### src/rtl/audio_pkg.sv
// Shared types and constants for the audio output path.
package audio_pkg;

    // Envelope controller states.
    typedef enum logic [1:0] {
        MUTE,
        RAMP_UP,
        PLAY,
        RAMP_DOWN
    } env_state_t;

    // Sample width shared with the tone generator.
    localparam int SAMPLE_W = 7;

    // Envelope value that means unity gain.
    function automatic int env_full(input int env_bits);
        return 1 << env_bits;
    endfunction

    // Offset-binary code for a zero sample of the given width.
    function automatic int midscale(input int width);
        return 1 << (width - 1);
    endfunction

endpackage

### src/rtl/audio_pwm_out_if.sv
// Sample/control bus between the tone generator side and the PWM output stage.
interface audio_pwm_out_if
    import audio_pkg::*;
#(
    parameter int WIDTH = SAMPLE_W
) ();
    logic signed [WIDTH-1:0] sample_in;
    logic                    sample_valid;
    logic                    enable;
    logic [1:0]              volume;
    logic                    pwm_out;
    logic                    busy;

    // Producer side: drives samples and controls, observes the pin.
    modport master (
        output sample_in,
        output sample_valid,
        output enable,
        output volume,
        input  pwm_out,
        input  busy
    );

    // Output stage side.
    modport slave (
        input  sample_in,
        input  sample_valid,
        input  enable,
        input  volume,
        output pwm_out,
        output busy
    );
endinterface

### src/rtl/pwm_core.sv
// Free-running PWM counter with a duty register that only reloads at the
// end of a period, so a period is never cut short or stretched.
module pwm_core #(
    parameter int WIDTH = 7
) (
    input  logic             clk,
    input  logic             reset,
    input  logic             duty_load,
    input  logic [WIDTH-1:0] duty_in,
    output logic             boundary,
    output logic             pwm_out
);
    logic [WIDTH-1:0] pwm_cnt;
    logic [WIDTH-1:0] duty_reg;

    assign boundary = (pwm_cnt == {WIDTH{1'b1}});

    // Period counter, wraps from all-ones back to zero.
    always_ff @(posedge clk or posedge reset) begin
        if (reset) pwm_cnt <= '0;
        else       pwm_cnt <= pwm_cnt + 1'b1;
    end

    // Duty register, reloaded only by the caller at a boundary.
    always_ff @(posedge clk or posedge reset) begin
        if (reset)          duty_reg <= '0;
        else if (duty_load) duty_reg <= duty_in;
    end

    // Registered comparator; a duty of zero keeps the pin low.
    always_ff @(posedge clk or posedge reset) begin
        if (reset) pwm_out <= 1'b0;
        else       pwm_out <= (pwm_cnt < duty_reg);
    end
endmodule

### src/rtl/audio_pwm_out.sv
// Speaker PWM output stage: captures signed samples, applies a click-free
// fade envelope and a coarse volume shift, and drives the PWM core.
module audio_pwm_out
    import audio_pkg::*;
#(
    parameter int WIDTH    = SAMPLE_W,
    parameter int ENV_BITS = 4
) (
    input  logic           clk,
    input  logic           reset,
    audio_pwm_out_if.slave bus
);
    localparam int                ENV_FULL = env_full(ENV_BITS);
    localparam logic [ENV_BITS:0] ENV_TOP  = (ENV_BITS + 1)'(ENV_FULL);
    localparam logic [WIDTH-1:0]  MID      = WIDTH'(midscale(WIDTH));
    localparam int                PROD_W   = WIDTH + ENV_BITS + 2;

    // Envelope gain and volume shift, then offset to binary. Shifts are
    // arithmetic so negative samples floor toward minus infinity; the
    // result always fits WIDTH bits because env never exceeds unity.
    function automatic logic [WIDTH-1:0] to_duty(
        input logic signed [WIDTH-1:0] s,
        input logic [ENV_BITS:0]       e,
        input logic [1:0]              v
    );
        logic signed [PROD_W-1:0] prod;
        logic signed [PROD_W-1:0] scaled;
        prod   = PROD_W'(s) * $signed(PROD_W'(e));
        scaled = (prod >>> ENV_BITS) >>> v;
        return WIDTH'(scaled) + MID;
    endfunction

    logic signed [WIDTH-1:0] sample_reg;
    logic [ENV_BITS:0]       env;
    logic [ENV_BITS:0]       env_next;
    env_state_t              state;
    env_state_t              state_next;
    logic                    busy_reg;
    logic                    boundary;
    logic [WIDTH-1:0]        duty_next;

    // Sample capture on every strobe; only the value present at a
    // boundary reaches the duty register.
    always_ff @(posedge clk or posedge reset) begin
        if (reset)                 sample_reg <= '0;
        else if (bus.sample_valid) sample_reg <= bus.sample_in;
    end

    // Envelope FSM: transitions follow enable every clock, env steps only
    // at a boundary and is clamped to 0..ENV_FULL.
    always_comb begin
        state_next = state;
        env_next   = env;
        case (state)
            MUTE: begin
                env_next = '0;
                if (bus.enable) state_next = RAMP_UP;
            end
            RAMP_UP: begin
                if (boundary && (env != ENV_TOP)) env_next = env + 1'b1;
                if (!bus.enable)                            state_next = RAMP_DOWN;
                else if (boundary && (env_next == ENV_TOP)) state_next = PLAY;
            end
            PLAY: begin
                env_next = ENV_TOP;
                if (!bus.enable) state_next = RAMP_DOWN;
            end
            RAMP_DOWN: begin
                if (boundary && (env != '0)) env_next = env - 1'b1;
                if (bus.enable)                        state_next = RAMP_UP;
                else if (boundary && (env_next == '0)) state_next = MUTE;
            end
            default: state_next = MUTE;
        endcase
    end

    // State, envelope and busy flag registers.
    always_ff @(posedge clk or posedge reset) begin
        if (reset) begin
            state    <= MUTE;
            env      <= '0;
            busy_reg <= 1'b0;
        end else begin
            state    <= state_next;
            env      <= env_next;
            busy_reg <= (state_next == RAMP_UP) || (state_next == RAMP_DOWN);
        end
    end

    assign duty_next = to_duty(sample_reg, env, bus.volume);
    assign bus.busy  = busy_reg;

    pwm_core #(
        .WIDTH(WIDTH)
    ) u_core (
        .clk      (clk),
        .reset    (reset),
        .duty_load(boundary),
        .duty_in  (duty_next),
        .boundary (boundary),
        .pwm_out  (bus.pwm_out)
    );
endmodule

### src/flat_wrapper.sv
// flat-port wrapper written by rule: the top's interface ports become plain ports
module audio_pwm_out_flat import audio_pkg::*;
#(
    parameter int WIDTH    = SAMPLE_W,
    parameter int ENV_BITS = 4
)
  (clk, reset, bus_sample_in, bus_sample_valid, bus_enable, bus_volume, bus_pwm_out, bus_busy);
  audio_pwm_out_if #(.WIDTH(WIDTH)) bus_i ();
  input  logic clk;
  input  logic reset;
  input wire logic [$bits(bus_i.sample_in)-1:0] bus_sample_in;
  input wire logic [$bits(bus_i.sample_valid)-1:0] bus_sample_valid;
  input wire logic [$bits(bus_i.enable)-1:0] bus_enable;
  input wire logic [$bits(bus_i.volume)-1:0] bus_volume;
  output wire logic [$bits(bus_i.pwm_out)-1:0] bus_pwm_out;
  output wire logic [$bits(bus_i.busy)-1:0] bus_busy;
  assign bus_i.sample_in = bus_sample_in;
  assign bus_i.sample_valid = bus_sample_valid;
  assign bus_i.enable = bus_enable;
  assign bus_i.volume = bus_volume;
  assign bus_pwm_out = bus_i.pwm_out;
  assign bus_busy = bus_i.busy;
  audio_pwm_out #(.WIDTH(WIDTH), .ENV_BITS(ENV_BITS)) u_core (.clk(clk), .reset(reset), .bus(bus_i));
endmodule
### config.mk
export PLATFORM = sky130hd
export DESIGN_NAME = audio_pwm_out_flat
export DESIGN_NICKNAME = d
export VERILOG_FILES = /design/src/rtl/audio_pkg.sv /design/src/rtl/audio_pwm_out_if.sv /design/src/rtl/pwm_core.sv /design/src/rtl/audio_pwm_out.sv /design/src/flat_wrapper.sv
export SDC_FILE = /design/constraint.sdc
export NUM_CORES = 1
export LEC_CHECK = 0
export CAP_MARGIN = 30
export CORE_AREA = 2 2 75 77
export CTS_CLUSTER_DIAMETER = 150
export CTS_CLUSTER_SIZE = 20
export DETAILED_ROUTE_END_ITERATION = 6
export DIE_AREA = 0 0 77 79
export GPL_TIMING_DRIVEN = 1
export PLACE_DENSITY_LB_ADDON = 0.08
export SLEW_MARGIN = 15
export SYNTH_ARGS = -nofsm -noshare
export SYNTH_HDL_FRONTEND = slang
export SYNTH_SLANG_ARGS = --single-unit
### constraint.sdc
create_clock -name clk -period 6.2 [get_ports clk]
set_clock_uncertainty 0.05 [all_clocks]
set_input_delay 0.93 -clock clk [delete_from_list [all_inputs] [get_ports clk]]
set_output_delay 0.93 -clock clk [all_outputs]
set_load 0.005 [all_outputs]
== Yosys cells after proc, flatten, opt, wreduce, memory -nomap -nowiden ==
Cells that the tools add are included.

* Bits in registers: 30
* Bits of input ports: 13
* Output and inout bits: 2
* Word-level logic and storage cells: 42

* Add/sub/neg operators: 4
* $mul: 1
* $lt $le $gt $ge: 1
* Eq/ne operators: 8
* Shift operators: 1
* Mux-type cells: 12
* Reductions and logical operators: 8

{| class="wikitable"
|+ Operators by type and width
! kind !! count
|-
| 2-to-1 mux 5 bit || 4
|-
| one-hot mux 5 bit (4 select lines) || 1
|-
| multiplier 7 x 6 -> 13 bit || 1
|-
| 2-to-1 mux 2 bit || 6
|-
| >>> shifter 9 x 2 -> 7 bit || 1
|-
| one-hot mux 2 bit (4 select lines) || 1
|-
| adder 7 x 1 -> 7 bit, second input constant || 1
|-
| adder 7 bit, second input constant || 1
|-
| equality test 7 bit, second input constant || 1
|-
| < comparator 7 bit || 1
|-
| equality test 2 bit, second input constant || 3
|-
| adder 5 x 1 -> 5 bit, second input constant || 1
|-
| equality test 5 bit, second input constant || 1
|-
| logical NOT 5 bit || 1
|-
| inequality test 5 bit, second input constant || 1
|-
| nonzero test 5 bit || 1
|-
| subtractor 5 x 1 -> 5 bit, second input constant || 1
|-
| equality test 2 x 1 -> 1 bit, second input constant || 2
|-
| logical AND 1 bit || 4
|-
| logical NOT 2 bit || 1
|-
| logical OR 1 bit || 1
|}

== Logic depth before layout (Yosys ltp) ==
* Depth after elaboration: 11
* Mapped depth: 16
* Gate-level depth less buffers: 14

== Hierarchy ==
A second synthesis with hierarchy kept.

* Cells, all modules: 346
* Area, all modules: 3135.5 sq um

{| class="wikitable"
|+ By module, submodules not included
! module !! times used !! cells each !! area an instance (sq um) !! seq. area each (sq um)
|-
| audio_pwm_out || 1 || 279 || 2434.8 || 350.3
|-
| pwm_core || 1 || 67 || 700.7 || 375.4
|}

== Worst setup path after synthesis ==
Ideal clock, no wire load.

* Path kind: reg2reg
* Start: register u_core.env[2]
* End: register u_core.u_core.duty_reg[1]
* Data arrival time: 3.957 ns
* Required time: 6.025 ns
* Path slack: 2.068 ns
* Stages on the path, launching flop included: 15
* Buffers on the path: 1
* Clock period less this slack: 4.132 ns
* Path through: dfrtp_1 > clkbuf_1 > and2_1 > fa_1 > inv_1 > fa_1 > fa_1 > inv_1 > ha_1 > nand4_1 > o211ai_1 > nand2_1 > xnor2_1 > mux4_2 > mux2_2

* Word-level cells in the longest chain between the ends: 3

{| class="wikitable"
|+ Ends and longest elaborated chain
! what !! RTL line !! RTL
|-
| start: declaration || audio_pwm_out.sv:34 || <nowiki>logic [ENV_BITS:0] env;</nowiki>
|-
| start signal: assignment || audio_pwm_out.sv:85 || <nowiki>env <= env_next;</nowiki>
|-
| multiplier 7 x 6 -> 13 bit || audio_pwm_out.sv:28 || <nowiki>prod = PROD_W'(s) * $signed(PROD_W'(e));</nowiki>
|-
| >>> shifter 9 x 2 -> 7 bit || audio_pwm_out.sv:29 || <nowiki>scaled = (prod >>> ENV_BITS) >>> v;</nowiki>
|-
| adder 7 bit || audio_pwm_out.sv:30 || <nowiki>return WIDTH'(scaled) + MID;</nowiki>
|-
| end signal: assignment || pwm_core.sv:27 || <nowiki>else if (duty_load) duty_reg <= duty_in;</nowiki>
|-
| end: declaration || pwm_core.sv:14 || <nowiki>logic [WIDTH-1:0] duty_reg;</nowiki>
|}

Every way passes these cells.
A chain may end at the register's enable or synchronous reset.

== Worst setup path after layout ==
* Start: register u_core.env[0]
* End: register u_core.u_core.duty_reg[6]

Same word-level chain as after synthesis.

==> out/metrics.cfg <==
[run_status]
status=finished clean

[timing]
holdWs_ns=0.435
setup_viol=0
drv_slew=0
rsz0062_at_grt=no
worst_pin_slew_ns=0.703
worst_slack_ns=1.80
tns_ns=0
slew_headroom_pct=53.1
finalCritPeriodShare_pct=71.0
hold_violations=0
layout_min_cycle_time_ns=4.40
max_freq_ghz=0.227

[pwr]
total_power_uw=856
p_leak_nw=1.63
power_density_nw_per_um2=256
peakVddDrop_v=0.000124

[yosys]
synth.avg_cell_area_um2=9.34
async_flop_share_pct=100
ys_warn_count=0
synth_cells=329
ys_seq_area_share_pct=23.6
syn-cell-area_um2=3070
ys_types=49
ys_seq_elements=29
synth_edf_count=0
synth_flop_cell=dfrtp_1
syn_nets=393

[critical_path]
crit_fanout=13
endpoint_kind=register
critical_path_class=register to register
required_ns=6.32
crit_path_start_kind=register
cp.arrival_ns=4.53

[global_route]
grt_use_total_pct=21.5
grt_remaining_overflow=0
grt_pass1_wl_um=10500
grt_start_max_net_pins=30
grt_antenna_before_repair=0
grt_pass1_vias=2236

[detailed_routing]
routed_via_density=5.46
detailedRoute.firstIterationViolations=84
wl_um=5750
dr.pass1.iters=4
drt.antenna.violating_nets=0
vias=2256
drc_errors=0
wl_per_cell_um=13.9

[clock_tree]
cts_root_buffer=clkbuf_8
ctsHoldBuffers=0
cts.sinks=29
tritoncts=done
cts_made_buffers=5
clk_pin_slew_ns=0.07
clk_latency_ns=0.29
clock_path_buffers=2
cts_setup_buffers=0
postCtsResizedCells=0
h-tree-depth=2

[run]
max_cap_viol_count=0

[placement]
hpwl_um=4530
port_buffers=14
gp_congestion=0.836
place_ws_ns=1.76

[layout]
area_growth_pct=8.88
drive_gt1_share_pct=9.09
final_nets=404
antennaDiodeCount=0
seq_area_um2=726
fillCellCount=508
multiInputGateArea_um2=2110
post-route-util_pct=62.7

[floorplanning]
dieArea_um2=6080
start_util_pct=57.5
fp.dieW_um=77
die_y_um=79
pin_count=15
core_area_um2=5340
rows=27

[min_path]
hold_path_class=register to register

-- routing by layer --
| metal | track usage (%) | vias up | share of wire (%) |
|---|---|---|---|
| met3 | 4.55 | 7 | 3.5 |
| li1 | - | 1129 | - |
| met4 | 5.89 | 0 | 1.1 |
| met1 | 31.1 | 1085 | 50 |
| met2 | 32.8 | 35 | 45 |
| met5 | 0 | - | 0 |
-- synth_stat cells, types with 8 or more instances --
master | count | area [µm²]
dfrtp_1 | 29 | 726
a21oi_1 | 17 | 85.1
inv_1 | 48 | 180
nand2_1 | 17 | 63.8
and2_1 | 31 | 194
mux2_2 | 9 | 101
xnor2_1 | 14 | 123
clkbuf_1 | 8 | 30.0
nor2_1 | 16 | 60.1
fa_1 | 20 | 400
ha_1 | 31 | 388
xor2_1 | 8 | 70.1
-- critical path: stages (launching register included) --
cell,delay [ns]
dfrtp_1,0.57
and2_1,0.29
inv_1,0.08
fa_1,0.69
fa_1,0.50
fa_1,0.54
inv_1,0.04
ha_1,0.36
a21o_1,0.20
a31o_2,0.20
a31oi_1,0.18
xnor2_1,0.16
mux2i_1,0.12
a211o_1,0.30
-- final timing paths --
kind	end	start	slack (ns)	cells after the start
max in group asynchronous	u_core.bus.busy	reset	4.85	3
worst min register to register	u_core.u_core.pwm_cnt[0]	u_core.u_core.pwm_cnt[0]	0.43	1
worst max-delay path	u_core.u_core.duty_reg[6]	u_core.env[0]	1.80	13
worst max register to register	u_core.u_core.duty_reg[6]	u_core.env[0]	1.80	13
worst min-delay path	u_core.u_core.pwm_cnt[0]	u_core.u_core.pwm_cnt[0]	0.43	1
min in group asynchronous	u_core.sample_reg[1]	reset	0.96	3
-- report_power, final --
part | total (mW) | switching [mW] | internal (mW)
Combinational | 0.460 | 0.251 | 0.209
Sequential | 0.239 | 0.0366 | 0.202
Clock | 0.157 | 0.0795 | 0.0773
-- layout make-up --
cell class	instances	share of cell area, %
Clock inverter	3	0.524
Sequential cell	29	21.7
Multi-Input combinational cell	241	63.2
Clock buffer	5	2.06
Inverter	48	5.39
Timing Repair Buffer	15	4.41
Tap cell	72	2.69
-- stage by stage --
step / instances / instance area [µm²]
2_1_floorplan: 329 / 3070
3_3_place_gp: 405 / 3260
3_5_place_dp: 405 / 3260
4_1_cts: 413 / 3340
5_1_grt: 413 / 3340
6_report: 413 / 3340
-- kinds of logic (layout without fill, tap and decap cells) --
family	count (synthesis)	in the layout	synth area share, %
simple gates	98	98	17.8
buf+inv	59	71	7.54
fa+ha+maj	51	51	25.7
xor+xnor	22	22	6.27
mux	17	17	6.88
flops	29	29	23.6
compound gates	53	53	12.2
-- cell usage in the layout (no fill, tap or decap), types with 2 or more instances in the layout --
cell and n:
nand3_1 4, inv_1 48, nand4_1 6, clkdlybuf4s50_1 14
xnor2_1 14, fa_1 20, mux2_2 9, and2_1 31
mux4_2 2, mux2i_1 5, clkinv_2 2, nand4b_1 3
o211ai_1 4, and3_1 3, nand2_1 17, o21ai_0 4
nor2_1 16, xor2_1 8, o21a_1 2, nor3_1 3
a31oi_1 3, a21o_1 7, a211oi_1 4, a21oi_1 17
o221ai_1 3, dfrtp_1 29, clkbuf_8 5, ha_1 31
nand2b_1 5
No activity file was read; power rests on OpenSTA's default activity.
